[src/rtl/mips_dbg_pkg.sv]
// Shared definitions for the MIPS debug controller: FSM states, host command
// codes, drain default and the opcodes the debug path cares about.
package mips_dbg_pkg;

    typedef enum logic [2:0] {
        ST_IDLE   = 3'd0,
        ST_RUN    = 3'd1,
        ST_STEP   = 3'd2,
        ST_DRAIN  = 3'd3,
        ST_DUMP   = 3'd4,
        ST_HALTED = 3'd5
    } dbg_state_e;

    typedef enum logic [1:0] {
        CMD_RUN   = 2'b00,
        CMD_STEP  = 2'b01,
        CMD_CLEAR = 2'b10,
        CMD_ABORT = 2'b11
    } dbg_cmd_e;

    localparam int unsigned DRAIN_CYCLES_DEF = 4;

    localparam logic [5:0] OP_RTYPE = 6'h00;
    localparam logic [5:0] OP_BEQ   = 6'h04;
    localparam logic [5:0] OP_LW    = 6'h23;
    localparam logic [5:0] OP_SW    = 6'h2B;
    localparam logic [5:0] OP_HALT  = 6'h3F;

    function automatic logic cmd_ready_in(input dbg_state_e s);
        return (s == ST_IDLE) || (s == ST_RUN) || (s == ST_HALTED);
    endfunction

    function automatic logic pipe_en_in(input dbg_state_e s);
        return (s == ST_RUN) || (s == ST_STEP) || (s == ST_DRAIN);
    endfunction

endpackage

[src/rtl/sat_counter.sv]
// Saturating up-counter with synchronous clear; clear has priority over enable.
module sat_counter #(
    parameter int unsigned W = 32
) (
    input  logic         clk,
    input  logic         i_rst_n,
    input  logic         i_en,
    input  logic         i_clr,
    output logic [W-1:0] o_cnt
);

    logic [W-1:0] cnt_q;
    logic [W-1:0] cnt_d;

    always_comb begin
        cnt_d = cnt_q;
        if (i_clr) begin
            cnt_d = '0;
        end else if (i_en && (cnt_q != '1)) begin
            cnt_d = cnt_q + W'(1);
        end
    end

    always_ff @(posedge clk or negedge i_rst_n) begin
        if (!i_rst_n) begin
            cnt_q <= '0;
        end else begin
            cnt_q <= cnt_d;
        end
    end

    assign o_cnt = cnt_q;

endmodule

[src/rtl/pipeline_debug_ctrl.sv]
// Debug run-control FSM for the MIPS pipeline: run/step/halt-drain/dump
// sequencing driven by host commands, with a saturating executed-cycle count.
module pipeline_debug_ctrl
    import mips_dbg_pkg::*;
#(
    parameter int unsigned NB_CNT       = 32,
    parameter int unsigned DRAIN_CYCLES = DRAIN_CYCLES_DEF
) (
    input  logic              clk,
    input  logic              i_rst_n,
    input  logic              i_cmd_valid,
    input  logic [1:0]        i_cmd,
    output logic              o_cmd_ready,
    input  logic              i_halt,
    output logic              o_pipe_en,
    output logic              o_pc_clr,
    output logic              o_dump_req,
    input  logic              i_dump_done,
    output logic [2:0]        o_state,
    output logic [NB_CNT-1:0] o_cycle_cnt
);

    localparam int unsigned DW = (DRAIN_CYCLES > 1) ? $clog2(DRAIN_CYCLES) : 1;

    dbg_state_e    state_q, state_d;
    dbg_state_e    ret_q, ret_d;
    logic [DW-1:0] drain_q, drain_d;
    logic          cmd_ready_q, pipe_en_q, pc_clr_q, dump_req_q;
    logic          clr_pulse;
    logic          hs;
    dbg_cmd_e      cmd;

    assign cmd = dbg_cmd_e'(i_cmd);
    assign hs  = i_cmd_valid & cmd_ready_q;

    always_comb begin
        state_d   = state_q;
        ret_d     = ret_q;
        drain_d   = drain_q;
        clr_pulse = 1'b0;
        case (state_q)
            ST_IDLE: begin
                if (hs) begin
                    case (cmd)
                        CMD_RUN:   state_d = ST_RUN;
                        CMD_STEP:  state_d = ST_STEP;
                        CMD_CLEAR: clr_pulse = 1'b1;
                        default:   ;
                    endcase
                end
            end
            ST_RUN: begin
                // halt is checked first so a coincident ABORT still drains
                if (i_halt) begin
                    state_d = ST_DRAIN;
                    drain_d = DW'(DRAIN_CYCLES - 1);
                end else if (hs && (cmd == CMD_ABORT)) begin
                    state_d = ST_DUMP;
                    ret_d   = ST_IDLE;
                end
            end
            ST_STEP: begin
                state_d = ST_DUMP;
                ret_d   = i_halt ? ST_HALTED : ST_IDLE;
            end
            ST_DRAIN: begin
                if (drain_q == '0) begin
                    state_d = ST_DUMP;
                    ret_d   = ST_HALTED;
                end else begin
                    drain_d = drain_q - DW'(1);
                end
            end
            ST_DUMP: begin
                if (i_dump_done) begin
                    state_d = ret_q;
                end
            end
            ST_HALTED: begin
                if (hs && (cmd == CMD_CLEAR)) begin
                    clr_pulse = 1'b1;
                    state_d   = ST_IDLE;
                end
            end
            default: state_d = ST_IDLE;
        endcase
    end

    // Outputs are registered from the next state so they align with state_q.
    always_ff @(posedge clk or negedge i_rst_n) begin
        if (!i_rst_n) begin
            state_q     <= ST_IDLE;
            ret_q       <= ST_IDLE;
            drain_q     <= '0;
            cmd_ready_q <= 1'b0;
            pipe_en_q   <= 1'b0;
            pc_clr_q    <= 1'b0;
            dump_req_q  <= 1'b0;
        end else begin
            state_q     <= state_d;
            ret_q       <= ret_d;
            drain_q     <= drain_d;
            cmd_ready_q <= cmd_ready_in(state_d);
            pipe_en_q   <= pipe_en_in(state_d);
            pc_clr_q    <= clr_pulse;
            dump_req_q  <= (state_d == ST_DUMP);
        end
    end

    sat_counter #(
        .W (NB_CNT)
    ) u_cycle_cnt (
        .clk     (clk),
        .i_rst_n (i_rst_n),
        .i_en    (pipe_en_q),
        .i_clr   (clr_pulse),
        .o_cnt   (o_cycle_cnt)
    );

    assign o_cmd_ready = cmd_ready_q;
    assign o_pipe_en   = pipe_en_q;
    assign o_pc_clr    = pc_clr_q;
    assign o_dump_req  = dump_req_q;
    assign o_state     = state_q;

endmodule
[config.mk]
export PLATFORM = sky130hd
export DESIGN_NAME = pipeline_debug_ctrl
export DESIGN_NICKNAME = d
export VERILOG_FILES = /design/src/rtl/mips_dbg_pkg.sv /design/src/rtl/sat_counter.sv /design/src/rtl/pipeline_debug_ctrl.sv
export SDC_FILE = /design/constraint.sdc
export NUM_CORES = 1
export LEC_CHECK = 0
export CAP_MARGIN = 0
export CORE_UTILIZATION = 49
export CTS_BUF_LIST = sky130_fd_sc_hd__clkbuf_2
export CTS_CLUSTER_DIAMETER = 120
export CTS_CLUSTER_SIZE = 24
export DETAILED_ROUTE_END_ITERATION = 8
export HOLD_SLACK_MARGIN = 0.08
export PLACE_DENSITY = 0.82
export SLEW_MARGIN = 20
export SYNTH_ARGS = -nofsm -noshare
export SYNTH_HDL_FRONTEND = slang
export SYNTH_HIERARCHICAL = 1
export SYNTH_SLANG_ARGS = --single-unit
[constraint.sdc]
create_clock -name clk -period 1.8 [get_ports clk]
set_clock_uncertainty 0.05 [all_clocks]
set_input_delay 0.36 -clock clk [delete_from_list [all_inputs] [get_ports clk]]
set_output_delay 0.36 -clock clk [all_outputs]
set_load 0.02 [all_outputs]
==> results.yml <==
outcome:
  status: "finished with violations"
  violations: "setup timing"
floorplan:
  row_count: 25
  io-pin-count: 46
  fp.dieH_um: 73.0
  die_width_um: 73.0
  start_util: 0.517
  die_area_mm2: 0.00533
  core-area_mm2: 0.00479
synthesis:
  async_flop_share: 1.00
  synth_area_per_cell_um2: 9.44
  synth_top_cell_area_share: 0.425
  ys_seq_elements: 42
  synth_commonest_cells: "42 x dfrtp_1, 28 x nor2_1, 21 x a21oi_1, 14 x inv_1"
  ys.flop_type: "dfrtp_1"
  synth_edf_count: 0
  syn_area_mm2: 0.00247
  ys_types: 50
  seq_area_frac_synth: 0.425
  synth_most_common_cell: "dfrtp_1"
  synth_area_leaders: "dfrtp_1 43%, a21oi_1 4.3%, nor2_1 4.3%"
  synth_warnings: 6
  syn_inst: 262
  syn_nets: 271
  yosys.area.top_type: "dfrtp_1"
place:
  place_hpwl_mm: 4.94
  io_buffers: 45
  gp_congestion: 0.910
  dpl_worst_slack_ns: -0.178
  placedCellCount: 430
drt:
  routed_via_density: 6.31
  drc: 0
  dr_total_vias: 2928
  wl_mm: 9.96
  wl_per_cell_um: 21.5
  ant_nets: 0
  dr.first_iter.drc_count: 418
  dr.pass1.iters: 5
run:
  maxCapViolCount: 0
hold_path:
  min_path_type: "in -> async"
cts:
  clock-sinks: 42
  cts_tree: "done"
  clockBufferDepth: 2
  htreeDepth: 2
  clock-root-buffer: "clkbuf_2"
  worstSkewPairLatency_ns: 0.42
  clk_pin_slew_ns: 0.22
  numCtsBuffers: 5
sta:
  post-route-period-util: 1.11
  setup_viol: 29
  hold_viol: 0
  rsz0062_at_grt: "true"
  min_period_ns: 2.00
  max_freq_ghz: 0.500
  slew_viol_final: 0
  slew_headroom: 0.697
  worst_slack_ns: -0.200
  worst_pin_slew_ns: 0.451
global_route:
  antenna_found_initial: 0
  use_met3: 0.0635
  track_usage: 0.331
  grt_max_degree: 43
  grt_use_met1: 0.412
  grt_pass1_vias: 2691
  gr-total-overflow: 0
  grt_pass1_wl_mm: 13.1
  met2_usage: 0.542
  busiest_layer: "met2"
final_layout:
  final_cells: 464
  final_nets: 405
  drive_above_1_share: 0.448
  fillers: 273
  num_antenna_cells: 0
  fin_util: 0.841
  syn_to_final_growth_pct: 62.8
worst_setup_path:
  arrival_ns: 2.27
  critPathMaxFanout: 5
  worstSetupPathType: "reg -> reg"
  required_ns: 2.06
  cp_num_buf_inv: 4
  critPathCaptureType: "flip-flop"
  cp-start-kind: "flip-flop"
  slowest_stage: "dfrtp_1"
  critPathMaxStageDelay_ns: 0.44
  crit_top_cell: "buf_6"
  path_delay_family: "buffers and inverters"
  cp_cell_sequence: "buf_6 > nand4_4 > buf_6 > buf_6 > nor4_4 > buf_4 > a211oi_2 > xnor2_1 > nor2_1"
pwr:
  cellPowerDensity_mw_per_mm2: 1380
  vdd_drop_max_v: 0.000991
  p_leak_nw: 1.94
## per-stage QoR
stage                     cell area [µm²]  power (mW)  hold slack, ns  setup TNS, ns
after CTS                            3840        5.13           0.365         -0.851
final                                4030        5.56           0.348          -2.75
after global routing                 4030        5.83           0.320          -4.65
after global placement               3540        4.57           0.297          -1.66
after floorplan                      2570        3.15          0.0144         -0.944
after detailed placement             3540        4.70           0.303          -2.95
## final cells by class
cell class,count,area [µm²],area share
multi-input combinational,196,1620,0.403
tap,67,83.8,0.0208
inverter,15,56.3,0.0140
sequential,42,1070,0.266
clock buffer,8,40.0,0.00995
timing repair buffer,136,1150,0.286
## layout by cell type (no fill, tap or decap), types with 3 or more instances in the layout
| master | instances |
|---|---|
| nand3_4 | 3 |
| nor4_4 | 6 |
| dfrtp_2 | 15 |
| dlygate4sd2_1 | 26 |
| xnor2_1 | 10 |
| nand3_1 | 7 |
| a21oi_1 | 15 |
| mux2_4 | 6 |
| nand2_1 | 11 |
| nand3_2 | 4 |
| a21oi_2 | 6 |
| clkdlybuf4s15_1 | 8 |
| nand2b_1 | 7 |
| and3_1 | 8 |
| buf_2 | 3 |
| and2_1 | 3 |
| nor2b_1 | 9 |
| clkbuf_2 | 11 |
| xor2_1 | 3 |
| nand4_1 | 6 |
| inv_1 | 14 |
| clkdlybuf4s50_1 | 5 |
| a211oi_2 | 5 |
| buf_4 | 74 |
| or3_1 | 4 |
| a21o_1 | 3 |
| buf_6 | 14 |
| dfrtp_1 | 27 |
| o31ai_1 | 3 |
| nor2_1 | 25 |
## sequential cells by signal, indices dropped and copies added (netlist names)
register / cells
u_cycle_cnt/o_cnt: 32
o_dump_req: 1
o_state: 3
drain_q: 2
ret_q: 1
o_pc_clr: 1
o_cmd_ready: 1
o_pipe_en: 1
## worst paths after layout
| path | from | slack (ns) | depth (start not counted) | to |
|---|---|---|---|---|
| min in group clk | drain_q[1] | 0.51 | 1 | drain_q[1] |
| worst min-delay path | i_rst_n | 0.35 | 3 | u_cycle_cnt/o_cnt[15] |
| worst max register to register | u_cycle_cnt/o_cnt[21] | -0.20 | 9 | u_cycle_cnt/o_cnt[14] |
| worst min register to register | drain_q[1] | 0.51 | 1 | drain_q[1] |
| max in group asynchronous | i_rst_n | 1.11 | 3 | u_cycle_cnt/o_cnt[1] |
| worst max-delay path | u_cycle_cnt/o_cnt[21] | -0.20 | 9 | u_cycle_cnt/o_cnt[14] |
## worst register-to-register path, stage by stage (launching register included)
cell	delay [ns]
dfrtp_1	0.44
buf_6	0.13
nand4_4	0.14
buf_6	0.15
buf_6	0.11
nor4_4	0.22
buf_4	0.22
a211oi_2	0.09
xnor2_1	0.25
nor2_1	0.10
## power by group
part / internal, mW / switching, mW
Clock: 0.114 / 0.322
Sequential: 1.33 / 0.347
Combinational: 1.58 / 1.87
Total: 3.02 / 2.54
## routing by layer
layer	routed length, µm	share of wire	vias to the layer above
li1	-	-	1213
met1	3770	0.38	1389
met2	4780	0.48	248
met3	830	0.083	78
met4	584	0.059	0
met5	0	0	-
## what timing repair did
action | 4_1_cts | 5_1_grt
hold buffers | 1 | 0
pin swaps | 12 | 19
resized for setup | 77 | 47
cloned | 1 | 0
setup endpoints to repair | 55 | 42
buffers inserted | 16 | 9
endpoints found under the hold margin | 42 | 0
## cell families (layout without fill, tap and decap cells)
logic type | Yosys count | after routing | synth area share
AND/OR/NAND/NOR | 122 | 122 | 0.286
AO/OA/AOI/OAI | 49 | 50 | 0.148
flip-flops | 42 | 42 | 0.425
buffers and inverters | 25 | 159 | 0.0440
XOR/XNOR | 14 | 14 | 0.0496
multiplexers | 8 | 8 | 0.0369
adder cells (fa/ha/maj) | 2 | 2 | 0.0101
No activity file was read; power rests on OpenSTA's default activity.
